`config.mk`:
```
export PLATFORM = sky130hd
export DESIGN_NAME = regfile_alu_datapath
export DESIGN_NICKNAME = d
export VERILOG_FILES = /design/src/rtl/regfile_alu_datapath.sv
export SDC_FILE = /design/constraint.sdc
export NUM_CORES = 1
export LEC_CHECK = 0
export ABC_AREA = 1
export BUFFER_PORTS_ARGS = -buffer_cell sky130_fd_sc_hd__buf_2
export CAP_MARGIN = 20
export CELL_PAD_IN_SITES_DETAIL_PLACEMENT = 0
export CELL_PAD_IN_SITES_GLOBAL_PLACEMENT = 1
export CORE_UTILIZATION = 40
export CTS_BUF_LIST = sky130_fd_sc_hd__clkbuf_4
export DETAILED_ROUTE_END_ITERATION = 6
export MAX_ROUTING_LAYER = met4
export PLACE_DENSITY_LB_ADDON = 0.1
export SYNTH_ARGS = -nofsm -noshare
export SYNTH_HDL_FRONTEND = slang
export SYNTH_SLANG_ARGS = --single-unit
```
`constraint.sdc`:
```
create_clock -name clk -period 11.9 [get_ports clk]
set_input_delay 0 -clock clk [delete_from_list [all_inputs] [get_ports clk]]
set_output_delay 0 -clock clk [all_outputs]
set_load 0.05 [all_outputs]
```
`src/rtl/regfile_alu_datapath.sv`:
```
`default_nettype none
// ============================================================================
//  Module   : regfile_alu_datapath
//  Purpose  : Execution datapath for the Fibonacci sequencer. Sixteen
//             general registers, A/B operand select muxes with an immediate
//             substitute on B, a single-cycle ALU, a registered result bus
//             and a five-bit status (flags) register.
//  Ports    :
//    clk          in   system clock, all state changes on the rising edge
//    reset        in   synchronous active-high reset
//    immediate    in   immediate operand (replaces B when imm_control=1)
//    enable       in   per-register write enable, bit n writes rn
//    control1     in   A select: 1..NREGS -> r(code-1), anything else -> 0
//    control2     in   B select, same coding as control1
//    imm_control  in   1 selects immediate as the B operand
//    opcode       in   ALU operation
//    buff_en      in   gates register writeback and the result bus
//    bus_out      out  registered result of the last bus-updating op
//    bus_valid    out  high for the cycle after bus_out was updated
//    flags        out  {C, L, F, Z, N}
//    dbg_sel      in   debug register select
//    dbg_data     out  combinational contents of r[dbg_sel]
//  Revision : 1.0  initial release
// ============================================================================
module regfile_alu_datapath #(
  parameter int WIDTH = 16,
  parameter int NREGS = 16
) (
  input  logic             clk,
  input  logic             reset,
  input  logic [WIDTH-1:0] immediate,
  input  logic [NREGS-1:0] enable,
  input  logic [4:0]       control1,
  input  logic [4:0]       control2,
  input  logic             imm_control,
  input  logic [7:0]       opcode,
  input  logic             buff_en,
  output logic [WIDTH-1:0] bus_out,
  output logic             bus_valid,
  output logic [4:0]       flags,
  input  logic [3:0]       dbg_sel,
  output logic [WIDTH-1:0] dbg_data
);

  // Opcode map
  localparam logic [7:0] c_OP_NOP  = 8'h00;
  localparam logic [7:0] c_OP_AND  = 8'h01;
  localparam logic [7:0] c_OP_OR   = 8'h02;
  localparam logic [7:0] c_OP_XOR  = 8'h03;
  localparam logic [7:0] c_OP_NOT  = 8'h04;
  localparam logic [7:0] c_OP_ADD  = 8'h05;
  localparam logic [7:0] c_OP_ADDC = 8'h06;
  localparam logic [7:0] c_OP_SUB  = 8'h07;
  localparam logic [7:0] c_OP_CMP  = 8'h08;
  localparam logic [7:0] c_OP_LSH  = 8'h09;
  localparam logic [7:0] c_OP_RSH  = 8'h0A;
  localparam logic [7:0] c_OP_MOV  = 8'h0B;

  // Bit positions inside the flags register
  localparam int c_FC = 4;
  localparam int c_FL = 3;
  localparam int c_FF = 2;
  localparam int c_FZ = 1;
  localparam int c_FN = 0;

  localparam int c_SHW = $clog2(WIDTH);

  logic [WIDTH-1:0] r_regs [NREGS];
  logic [WIDTH-1:0] r_bus;
  logic             r_bus_valid;
  logic [4:0]       r_flags;

  logic [WIDTH-1:0] w_reg_a;
  logic [WIDTH-1:0] w_reg_b;
  logic [WIDTH-1:0] w_a;
  logic [WIDTH-1:0] w_b;
  logic [WIDTH-1:0] w_result;
  logic [WIDTH:0]   w_sum;
  logic             w_is_exec;
  logic             w_is_cmp;
  logic             w_upd_cf;
  logic             w_upd_l;
  logic             w_c_new;
  logic             w_f_new;
  logic             w_ult;
  logic             w_slt;
  logic             w_commit;

  // --------------------------------------------------------------------------
  // Operand selection. Code 0 and codes beyond the register count read as
  // zero, which lets the sequencer build "r0 + imm" style ops or a pure
  // immediate without needing a dedicated zero register.
  // --------------------------------------------------------------------------
  always_comb begin
    w_reg_a = '0;
    w_reg_b = '0;
    for (int i = 0; i < NREGS; i++) begin
      if (control1 == 5'(i + 1)) w_reg_a = r_regs[i];
      if (control2 == 5'(i + 1)) w_reg_b = r_regs[i];
    end
  end

  assign w_a = w_reg_a;
  assign w_b = imm_control ? immediate : w_reg_b;

  // Comparison terms shared by SUB and CMP
  assign w_ult = (w_a < w_b);
  assign w_slt = ($signed(w_a) < $signed(w_b));

  // --------------------------------------------------------------------------
  // ALU. Arithmetic is done one bit wider so the carry / borrow falls out of
  // the top bit; the stored result is the low WIDTH bits.
  // --------------------------------------------------------------------------
  always_comb begin
    w_result  = '0;
    w_sum     = '0;
    w_is_exec = 1'b0;
    w_is_cmp  = 1'b0;
    w_upd_cf  = 1'b0;
    w_upd_l   = 1'b0;
    w_c_new   = r_flags[c_FC];
    w_f_new   = r_flags[c_FF];
    case (opcode)
      c_OP_AND: begin
        w_result  = w_a & w_b;
        w_is_exec = 1'b1;
      end
      c_OP_OR: begin
        w_result  = w_a | w_b;
        w_is_exec = 1'b1;
      end
      c_OP_XOR: begin
        w_result  = w_a ^ w_b;
        w_is_exec = 1'b1;
      end
      c_OP_NOT: begin
        w_result  = ~w_a;
        w_is_exec = 1'b1;
      end
      c_OP_ADD, c_OP_ADDC: begin
        if (opcode == c_OP_ADDC)
          w_sum = {1'b0, w_a} + {1'b0, w_b} + {{WIDTH{1'b0}}, r_flags[c_FC]};
        else
          w_sum = {1'b0, w_a} + {1'b0, w_b};
        w_result  = w_sum[WIDTH-1:0];
        w_c_new   = w_sum[WIDTH];
        // Overflow: both operands share a sign that the result does not
        w_f_new   = (w_a[WIDTH-1] == w_b[WIDTH-1]) &&
                    (w_result[WIDTH-1] != w_a[WIDTH-1]);
        w_upd_cf  = 1'b1;
        w_is_exec = 1'b1;
      end
      c_OP_SUB: begin
        w_sum     = {1'b0, w_a} - {1'b0, w_b};
        w_result  = w_sum[WIDTH-1:0];
        // The wrapped top bit of the widened difference is the borrow
        w_c_new   = w_sum[WIDTH];
        // Overflow: operand signs differ and the result takes B's sign
        w_f_new   = (w_a[WIDTH-1] != w_b[WIDTH-1]) &&
                    (w_result[WIDTH-1] != w_a[WIDTH-1]);
        w_upd_cf  = 1'b1;
        w_upd_l   = 1'b1;
        w_is_exec = 1'b1;
      end
      c_OP_CMP: begin
        w_is_cmp = 1'b1;
      end
      c_OP_LSH: begin
        w_result  = w_a << w_b[c_SHW-1:0];
        w_is_exec = 1'b1;
      end
      c_OP_RSH: begin
        w_result  = w_a >> w_b[c_SHW-1:0];
        w_is_exec = 1'b1;
      end
      c_OP_MOV: begin
        w_result  = w_b;
        w_is_exec = 1'b1;
      end
      default: begin
        // c_OP_NOP and every undefined code: nothing changes
      end
    endcase
  end

  // Writeback and bus update only happen for result-producing ops with the
  // bus enabled; flags are independent of buff_en.
  assign w_commit = buff_en && w_is_exec;

  // --------------------------------------------------------------------------
  // Register file. Each register has its own enable so several can be
  // loaded from one result in the same cycle.
  // --------------------------------------------------------------------------
  for (genvar n = 0; n < NREGS; n++) begin : g_reg
    always_ff @(posedge clk) begin
      if (reset)
        r_regs[n] <= '0;
      else if (w_commit && enable[n])
        r_regs[n] <= w_result;
    end
  end

  // Result bus
  always_ff @(posedge clk) begin
    if (reset) begin
      r_bus       <= '0;
      r_bus_valid <= 1'b0;
    end else begin
      r_bus_valid <= w_commit;
      if (w_commit)
        r_bus <= w_result;
    end
  end

  // Status register
  always_ff @(posedge clk) begin
    if (reset) begin
      r_flags <= '0;
    end else if (w_is_exec) begin
      r_flags[c_FZ] <= (w_result == '0);
      r_flags[c_FN] <= w_result[WIDTH-1];
      if (w_upd_cf) begin
        r_flags[c_FC] <= w_c_new;
        r_flags[c_FF] <= w_f_new;
      end
      if (w_upd_l)
        r_flags[c_FL] <= w_ult;
    end else if (w_is_cmp) begin
      r_flags[c_FZ] <= (w_a == w_b);
      r_flags[c_FN] <= w_slt;
      r_flags[c_FL] <= w_ult;
    end
  end

  assign bus_out   = r_bus;
  assign bus_valid = r_bus_valid;
  assign flags     = r_flags;
  assign dbg_data  = r_regs[dbg_sel];

endmodule
`default_nettype wire

```
==> impl_metrics.toml <==
[clocking]
htreeDepth = 3
cts_tree = "built"
cts_buffers = 84
clkSlewWorstSetupHoldPaths_ns = 0.07
clock_latency_ns = 0.86
cts.hold.buffers_added = 36
root_buffer = "clkbuf_4"
cts_resized = 0
clock_path_buffers = 3
cts.sink_count = 278
postCtsSetupRepairBufs = 0

[sta]
fin_skew_ns = 0.0686
final_max_slew_viol_count = 0
setup_viol = 0
slew_headroom_pct = 30.7
rsz0062_at_grt = "false"
finalHoldViolations = 0
clock.fmax_mhz = 143
worst-slew-pin-transition_ns = 1.04
final.setup.tns_ns = 0
post-route-min-period_ns = 6.99
post-route-period-util_pct = 58.8

[worst_setup_path]
start_kind = "flop"
worst-r2r-setup-slack_ns = 4.91
timing.rr.start = "r_regs[2][2]"
slowest_delay_ns = 0.70
timing.rr.end = "flags[1]"
critical_path_class = "reg2reg"
cp-end-kind = "flop"
endpoint = "flags[1]"
crit_required_ns = 12.64
crit_top_cell = "nand2_1"
reg2reg_depth = 34
critPathSlowestCell = "inv_2"
critPathLaunch = "r_regs[2][2]"
path_max_fanout = 34
critPathArrivalTime_ns = 7.74

[floorplanning]
die_w_um = 235
start_util_pct = 40.4
core.rowCount = 85
die_area_um2 = 55300
die_height_um = 235
core_um2 = 53800
ios = 96

[final_layout]
final_nets = 3399
drive_above_1_share_pct = 11.4
layout-area-overhead-vs-synth_pct = 12.1
final_area_um2 = 24400

[drt]
drt_iter0_drc = 2390
wl_per_cell_um = 25.8
totalWireLength_um = 104000
drc = 0
vias = 23325
viasPerCell = 5.76
first_pass_iters = 6
postRouteAntennaNets = 0

[synth]
syn-num-nets = 3266
yosys.area.top_type = "edfxtp_1"
syn-cell-area_um2 = 21800
netlist-cell-type-count = 57
synth_most_common_cell = "nand2_1"
yosysWarnings = 0
yosysSeqAreaShare_pct = 37.4
synth_common_cells = "800 x nand2_1, 424 x inv_1, 381 x nor2_1"
yosysTopAreaCellShare_pct = 35.3
ys_ff_latch = 278
synth-main-ff-cell = "edfxtp_1"
syn_inst = 3155
postSynth.asyncResetShare_pct = 0
synth_edf_count = 256
syn_avg_cell_area_um2 = 6.90
synthTopCellsByArea = "edfxtp_1 35%, nand2_1 14%, inv_1 7.3%, nor2_1 6.6%, nand3_1 5.3%"

[place]
port-buffer-count = 95
placed_cell_area_um2 = 22900
hpwl_um = 77000
place_congestion = 0.980

[power_and_ir_drop]
leakage_uw = 0.0110
power_density_nw_per_um2 = 114
peakVddDrop_mv = 0.0700

[global_route]
first_global_vias = 22608
antenna_found_initial = 2
grt_max_degree = 117
track_usage_pct = 38.4
grt_pass1_wl_um = 149000
overflow = 0

[outcome]
outcome = "completed"

[flow_run]
max-cap-violations = 0

[hold_path]
holdCritPathClass = "in2reg"
-- stage by stage --
stage	hold WS, ns	cells	total power, uW	utilization, %	setup WS, ns
2_1_floorplan	0.0691	3155	1550	-	7.38
3_3_place_gp	0.359	3862	1790	42.6	4.44
3_5_place_dp	0.349	3862	1790	42.6	4.47
4_1_cts	0.00463	4051	2780	45.3	4.97
5_1_grt	0.0618	4052	2900	45.3	4.48
6_report	0.0796	4052	2790	45.3	4.91
-- cells by family after synthesis --
family,after synthesis,synth area share (%)
buffers and inverters,610,10.9
adder cells (fa/ha/maj),53,3.12
AND/OR/NAND/NOR,1599,31.5
AO/OA/AOI/OAI,577,15.3
XOR/XNOR,10,0.403
multiplexers,28,1.29
flip-flops,278,37.4
-- worst min path at each step --
stage	endpoint	cells after the start	slack, ns	startpoint
floorplan	flags[3]	1	0.07	reset
global placement	flags[4]	2	0.36	reset
detailed placement	flags[4]	2	0.35	reset
CTS	bus_valid	3	0.005	reset
global route	bus_valid	3	0.06	reset
finish	bus_valid	3	0.08	reset
-- metal layers --
layer | global-route usage (%) | part of all wire (%) | up-vias
met3 | 5.25 | 7.6 | 276
met1 | 44.4 | 38 | 11095
met2 | 63.3 | 48 | 1161
met4 | 23.4 | 6.3 | 0
met5 | - | 0 | -
li1 | - | - | 10793
-- cell type report --
class                           count  area [um2]
Clock inverter                     44         288
Timing Repair Buffer              184        1240
Antenna cell                        1        2.50
Multi-Input combinational cell   2267       11300
Fill cell                        5664       29400
Inverter                          473        1780
Tap cell                          696         871
Sequential cell                   278        8130
Clock buffer                      109         818
-- state kept, by name, indices dropped and copies added, names as in the netlist --
signal and cells:
bus_out 16, bus_valid 1, flags 5, r_regs 256
-- power breakdown --
| part | switching, uW | internal [uW] |
|---|---|---|
| registers | 26.5 | 1100 |
| logic | 500 | 165 |
| clock network | 476 | 519 |
-- cells in the final DEF, fill, tap and decap left out, drive strengths merged, types with 29 or more instances in the layout --
cell,Yosys,final
buf,60,148
o211ai,67,67
inv,452,455
nor2,416,416
nand4,83,83
dlygate4sd3,0,36
nand2,809,809
clkbuf,77,109
nand3,236,236
or2,29,29
clkinv,21,57
a21oi,210,210
edfxtp,256,256
ha,51,51
o21ai,219,219
-- worst max-delay path: cells and delay by family (launching register included) --
family          cells  cell delay (ns)
flops               1             0.46
xor+xnor            1             0.22
fa+ha+maj           1             0.44
compound gates      2             0.27
buf+inv             4             1.10
simple gates       26             4.31
No activity file was read; power rests on OpenSTA's default activity.
